**src/rtl/simd_result_serializer.sv**
```systemverilog
// simd_result_serializer
// Captures one packed SIMD result vector and replays it as scalar writeback
// beats, one enabled lane per beat, lowest lane first. Skipped lanes cost no
// cycles. A one-cycle vec_done pulse marks the end of each vector.
//
// Optional build macro: SIMD_SER_STICKY_FLAGS_EN
//   Adds vec_any_overflow / vec_any_carry / vec_any_negative / vec_all_zero,
//   summarising the flags of the written lanes and valid only with vec_done.
module simd_result_serializer #(
  parameter int DATA_WIDTH     = 32,
  parameter int SIMD_WIDTH     = 4,
  parameter int REG_ADDR_WIDTH = 5,
  localparam int LANE_W        = $clog2(SIMD_WIDTH)
) (
  input  logic                             clk,
  input  logic                             rst_n,
  input  logic                             in_valid,
  output logic                             in_ready,
  input  logic [SIMD_WIDTH*DATA_WIDTH-1:0] in_result,
  input  logic [SIMD_WIDTH-1:0]            in_zero,
  input  logic [SIMD_WIDTH-1:0]            in_overflow,
  input  logic [SIMD_WIDTH-1:0]            in_carry_out,
  input  logic [SIMD_WIDTH-1:0]            in_negative,
  input  logic [SIMD_WIDTH-1:0]            in_lane_mask,
  input  logic [REG_ADDR_WIDTH-1:0]        in_rd_base,
  output logic                             wb_valid,
  input  logic                             wb_ready,
  output logic [DATA_WIDTH-1:0]            wb_data,
  output logic [REG_ADDR_WIDTH-1:0]        wb_rd,
  output logic [LANE_W-1:0]                wb_lane,
  output logic [3:0]                       wb_flags,
  output logic                             vec_done,
  output logic                             busy
`ifdef SIMD_SER_STICKY_FLAGS_EN
  ,
  output logic                             vec_any_overflow,
  output logic                             vec_any_carry,
  output logic                             vec_any_negative,
  output logic                             vec_all_zero
`endif
);

  typedef enum logic [1:0] {
    IDLE  = 2'd0,
    DRAIN = 2'd1,
    DONE  = 2'd2
  } state_t;

  state_t state_reg, state_next;

  logic [SIMD_WIDTH*DATA_WIDTH-1:0] result_reg;
  logic [SIMD_WIDTH-1:0]            zero_reg;
  logic [SIMD_WIDTH-1:0]            overflow_reg;
  logic [SIMD_WIDTH-1:0]            carry_reg;
  logic [SIMD_WIDTH-1:0]            negative_reg;
  logic [SIMD_WIDTH-1:0]            mask_reg;   // lanes still to be written
  logic [REG_ADDR_WIDTH-1:0]        rd_base_reg;

  logic                  capture;
  logic                  beat;
  logic                  draining;
  logic [SIMD_WIDTH-1:0] mask_clr;             // remaining mask minus its lowest set bit
  logic [LANE_W-1:0]     cur_lane;

  logic [DATA_WIDTH-1:0] lane_data  [SIMD_WIDTH];
  logic [3:0]            lane_flags [SIMD_WIDTH];

  // Unpack per-lane result words and flag nibbles {n, c, v, z}
  genvar gi;
  generate
    for (gi = 0; gi < SIMD_WIDTH; gi++) begin : g_lane
      assign lane_data[gi]  = result_reg[gi*DATA_WIDTH +: DATA_WIDTH];
      assign lane_flags[gi] = {negative_reg[gi], carry_reg[gi], overflow_reg[gi], zero_reg[gi]};
    end
  endgenerate

  assign draining = (state_reg == DRAIN);
  assign capture  = in_valid && (state_reg == IDLE);
  assign beat     = draining && wb_ready;
  assign mask_clr = mask_reg & (mask_reg - SIMD_WIDTH'(1));

  // Lowest set bit of the remaining mask selects the current lane
  always_comb begin
    cur_lane = '0;
    for (int i = SIMD_WIDTH - 1; i >= 0; i--) begin
      if (mask_reg[i]) cur_lane = LANE_W'(i);
    end
  end

  // Beat payload is only driven while draining; it is a pure function of
  // held registers, so it stays stable across backpressure
  assign wb_data  = draining ? lane_data[cur_lane] : '0;
  assign wb_flags = draining ? lane_flags[cur_lane] : 4'b0000;
  assign wb_lane  = draining ? cur_lane : '0;
  assign wb_rd    = draining ? (rd_base_reg + REG_ADDR_WIDTH'(cur_lane)) : '0;

  // State register
  always_ff @(posedge clk or negedge rst_n) begin
    if (!rst_n) state_reg <= IDLE;
    else        state_reg <= state_next;
  end

  // Next-state and handshake/status outputs
  always_comb begin
    state_next = state_reg;
    in_ready   = 1'b0;
    wb_valid   = 1'b0;
    vec_done   = 1'b0;
    busy       = 1'b1;
    case (state_reg)
      IDLE: begin
        in_ready = 1'b1;
        busy     = 1'b0;
        if (in_valid) state_next = (|in_lane_mask) ? DRAIN : DONE;
      end
      DRAIN: begin
        wb_valid = 1'b1;
        if (wb_ready && (mask_clr == '0)) state_next = DONE;
      end
      DONE: begin
        vec_done   = 1'b1;
        state_next = IDLE;
      end
      default: begin
        state_next = IDLE;
      end
    endcase
  end

  // Capture registers; the remaining mask sheds one lane per accepted beat
  always_ff @(posedge clk or negedge rst_n) begin
    if (!rst_n) begin
      result_reg   <= '0;
      zero_reg     <= '0;
      overflow_reg <= '0;
      carry_reg    <= '0;
      negative_reg <= '0;
      mask_reg     <= '0;
      rd_base_reg  <= '0;
    end else if (capture) begin
      result_reg   <= in_result;
      zero_reg     <= in_zero;
      overflow_reg <= in_overflow;
      carry_reg    <= in_carry_out;
      negative_reg <= in_negative;
      mask_reg     <= in_lane_mask;
      rd_base_reg  <= in_rd_base;
    end else if (beat) begin
      mask_reg <= mask_clr;
    end
  end

`ifdef SIMD_SER_STICKY_FLAGS_EN
  logic any_overflow_reg;
  logic any_carry_reg;
  logic any_negative_reg;
  logic all_zero_reg;

  // Flag summary over written lanes: cleared on capture, folded in per beat.
  // all_zero starts at 1 so an empty mask reports all-zero.
  always_ff @(posedge clk or negedge rst_n) begin
    if (!rst_n) begin
      any_overflow_reg <= 1'b0;
      any_carry_reg    <= 1'b0;
      any_negative_reg <= 1'b0;
      all_zero_reg     <= 1'b0;
    end else if (capture) begin
      any_overflow_reg <= 1'b0;
      any_carry_reg    <= 1'b0;
      any_negative_reg <= 1'b0;
      all_zero_reg     <= 1'b1;
    end else if (beat) begin
      any_overflow_reg <= any_overflow_reg | overflow_reg[cur_lane];
      any_carry_reg    <= any_carry_reg    | carry_reg[cur_lane];
      any_negative_reg <= any_negative_reg | negative_reg[cur_lane];
      all_zero_reg     <= all_zero_reg     & zero_reg[cur_lane];
    end
  end

  assign vec_any_overflow = vec_done & any_overflow_reg;
  assign vec_any_carry    = vec_done & any_carry_reg;
  assign vec_any_negative = vec_done & any_negative_reg;
  assign vec_all_zero     = vec_done & all_zero_reg;
`endif

endmodule

```
**config.mk**
```make
export PLATFORM = sky130hd
export DESIGN_NAME = simd_result_serializer
export DESIGN_NICKNAME = d
export VERILOG_FILES = /design/src/rtl/simd_result_serializer.sv
export SDC_FILE = /design/constraint.sdc
export NUM_CORES = 1
export LEC_CHECK = 0
export ABC_AREA = 1
export CORE_AREA = 2 2 151 153
export CTS_CLUSTER_SIZE = 16
export DETAILED_ROUTE_END_ITERATION = 16
export DIE_AREA = 0 0 153 155
export HOLD_SLACK_MARGIN = 0.15
export SYNTH_ARGS = -nofsm -noshare
export SYNTH_HDL_FRONTEND = slang
export SYNTH_SLANG_ARGS = --single-unit
```
**constraint.sdc**
```tcl
create_clock -name clk -period 2.1 [get_ports clk]
set_input_delay 0.42 -clock clk [delete_from_list [all_inputs] [get_ports clk]]
set_output_delay 0.42 -clock clk [all_outputs]
set_load 0.05 [all_outputs]
```
==> flow_summary.yaml <==
global_routing:
  grt_max_degree: 74
  grt.total_usage_pct: 18.9
  grt_pass1_wl_mm: 36.1
  antenna_found_initial: 0
  overflow: 0
  grt_pass1_vias: 7080
synthesis:
  synth-edff-count: 0
  ys_async_sr_fraction_pct: 100
  avgSynthCellArea_sq_um: 7.72
  yosysTopAreaCellShare_pct: 51.0
  synth_ff_type: "dfrtp_1"
  synthDistinctLibCells: 23
  synth_area_sq_mm: 0.00760
  yosysWarnings: 0
  ys_top_cells_by_area: "dfrtp_1, nand2_1, nand3_1, inv_1, o21ai_0"
  synth_nets: 1145
  synth_commonest_cells: "nand2_1, dfrtp_1, inv_1"
  synth_top_area_cell: "dfrtp_1"
  synth.ff_latch_count: 155
  syn_inst: 985
  yosysMostFrequentCell: "nand2_1"
  yosysSeqAreaShare_pct: 51.0
layout:
  largest_reg_flops: 128
  fin_cells: 1477
  finish.instance_area_sq_mm: 0.0114
  nNetsFinal: 1339
  nFillCells: 2117
  antenna_cells: 0
  synthToLayoutAreaGrowth_pct: 50.5
  final_core_util_pct: 51.5
  drive_gt1_share_pct: 15.4
floorplan:
  dieArea_sq_mm: 0.0237
  num_rows: 55
  die_x_um: 153
  core-area_sq_mm: 0.0222
  io-pin-count: 204
  start_util_pct: 34.2
  die_h_um: 155
clock_tree:
  htree_levels: 4
  cts-root-buf: "clkbuf_16"
  clock_latency_ns: 0.43
  clk_pin_slew_ns: 0.06
  clock_sinks: 155
  clockBufferDepth: 2
  cts_tree: "built"
  numCtsBuffers: 17
placement:
  io_buffers: 203
  dpl.cell_count: 1440
  placed_area_sq_mm: 0.0107
  dp_hpwl_mm: 15.1
  gp_congestion: 0.777
detailed_routing:
  drtAntennaViolNets: 0
  firstDrtPassIters: 5
  vias: 7077
  drt_iter0_markers: 385
  routedWlPerCell_um: 15.2
  drc: 0
  drt_wl_total_mm: 22.4
  vias_per_cell: 4.79
setup_path:
  path_buf_inv: 3
  cp_max_fo: 3
  path_cells: "inv_2, nand2_4, nand2_4, inv_2, ha_4, fa_2, nand3_2, o21ai_2, a21oi_4, buf_6"
  critPathKind: "reg -> out"
  setup.worst_path.end_class: "output pin"
  arrival_ns: 2.10
  critical_path.startpoint_type: "flip-flop"
  slowest_delay_ns: 0.43
  cp.required_ns: 1.68
  critPathTopFamily: "adder cells"
  critPathSlowestCell: "dfrtp_1"
pwr:
  p_clk_share_pct: 15.0
  leakagePower_nw: 5.26
  p_per_area_mw_per_mm2: 1760
  swShare_pct: 45.5
  vdd_drop_max_mv: 0.913
  seqPwrFrac_pct: 24.4
  comb_power_share_pct: 60.6
  power.internal_w: 0.0110
  switching_power_w: 0.00918
timing:
  max_slew_margin_pct: 60.9
  hold_violations: 0
  drv_slew: 0
  clock_skew_ns: 0.00673
  setup_viol: 41
  min_period_ns: 2.52
  fin_ws_ns: -0.424
  rsz0062_at_grt: "true"
  finalCritPeriodShare_pct: 120
  max_freq_ghz: 0.396
  worstMarginPinSlew_ns: 0.586
worst_hold_path:
  hp-class: "reg -> reg"
run_status:
  outcome: "finished with violations"
  violations: "setup timing"
job:
  cap_violations: 0
## path summary, 6_finish.rpt
kind,start,endpoint,slack (ns),cells past startpoint
worst max register to register,state_reg[0],result_reg[67],0.57,6
worst min register to register,result_reg[103],result_reg[103],0.47,2
min in group asynchronous,rst_n,result_reg[64],0.54,2
worst max-delay path,mask_reg[1],wb_rd[4],-0.42,10
max in group asynchronous,rst_n,state_reg[0],0.95,3
worst min-delay path,result_reg[103],result_reg[103],0.47,2
## worst reg2reg max path: stages, from the launching register on
cell and delay [ns]:
dfrtp_1 0.41, nor2_2 0.15, nand2_2 0.13, inv_6 0.27
buf_4 0.29, nand2_1 0.06, o21ai_0 0.11
## routing by layer
layer | global-route usage, % | share of wire (%) | up-vias
met5 | 0 | 0 | -
met4 | 5.95 | 1.6 | 0
met3 | 3.76 | 6.2 | 24
met2 | 31.2 | 47 | 231
met1 | 25.3 | 45 | 3322
li1 | - | - | 3500
## per-stage QoR
step	worst slack (ns)	power (W)	hold WS, ns	TNS [ns]
detailed placement	-0.153	0.0168	0.444	-4.38
finish	-0.424	0.0202	0.470	-13.21
floorplan	-0.317	0.0124	0.124	-1.04
global route	-0.533	0.0216	0.495	-17.95
CTS	-0.465	0.0201	0.473	-15.95
global placement	-0.162	0.0166	0.436	-4.39
## placed cells by master (no fill, tap or decap), drive strengths merged, types with 2 or more instances in the layout
cell type	netlist	routed
a21oi	39	39
buf	45	84
clkbuf	22	19
clkdlybuf4s50	0	155
clkinv	0	2
clkinvlp	0	5
dfrtp	155	155
ha	2	2
inv	122	128
nand2	317	317
nand3	111	111
nand3b	36	36
nor2	11	11
o21ai	120	120
## timing repair
item                                    in CTS  in global routing
resized for setup                           26                  8
gates cloned                                 0                  1
hold endpoints to repair                    47                  0
endpoints found under the setup margin      44                 42
buffers inserted                             3                  1
pin swaps                                    7                  6
hold buffers                                 1                  0
## area by class of cell
type                    instances  area (sq um)  area share, %
flip-flops and latches        155          3880           33.9
repair buffers                242          2960           25.9
well taps                     285           357           3.12
multi-input cells             641          3210           28.0
clock buffers                  18           439           3.84
inverters                     122           463           4.05
clock inverters                14           136           1.19
## logic make-up (layout without fill, tap and decap cells)
| kind of cell | after synthesis | after routing | share of synthesized area (%) |
|---|---|---|---|
| buf+inv | 189 | 396 | 10.4 |
| simple gates | 476 | 476 | 27.2 |
| flops | 155 | 155 | 51.0 |
| xor+xnor | 1 | 1 | 0.115 |
| fa+ha+maj | 3 | 3 | 0.593 |
| compound gates | 161 | 161 | 10.7 |
## power groups by stage
stage                     combinational [W]  sequential, W  clock (W)
after floorplan                     0.00754        0.00483          0
after global placement               0.0117        0.00492          0
after detailed placement             0.0118        0.00496          0
after CTS                            0.0121        0.00492    0.00309
after global routing                 0.0133        0.00509    0.00322
final                                0.0122        0.00493    0.00303
No activity file was read; power rests on OpenSTA's default activity.
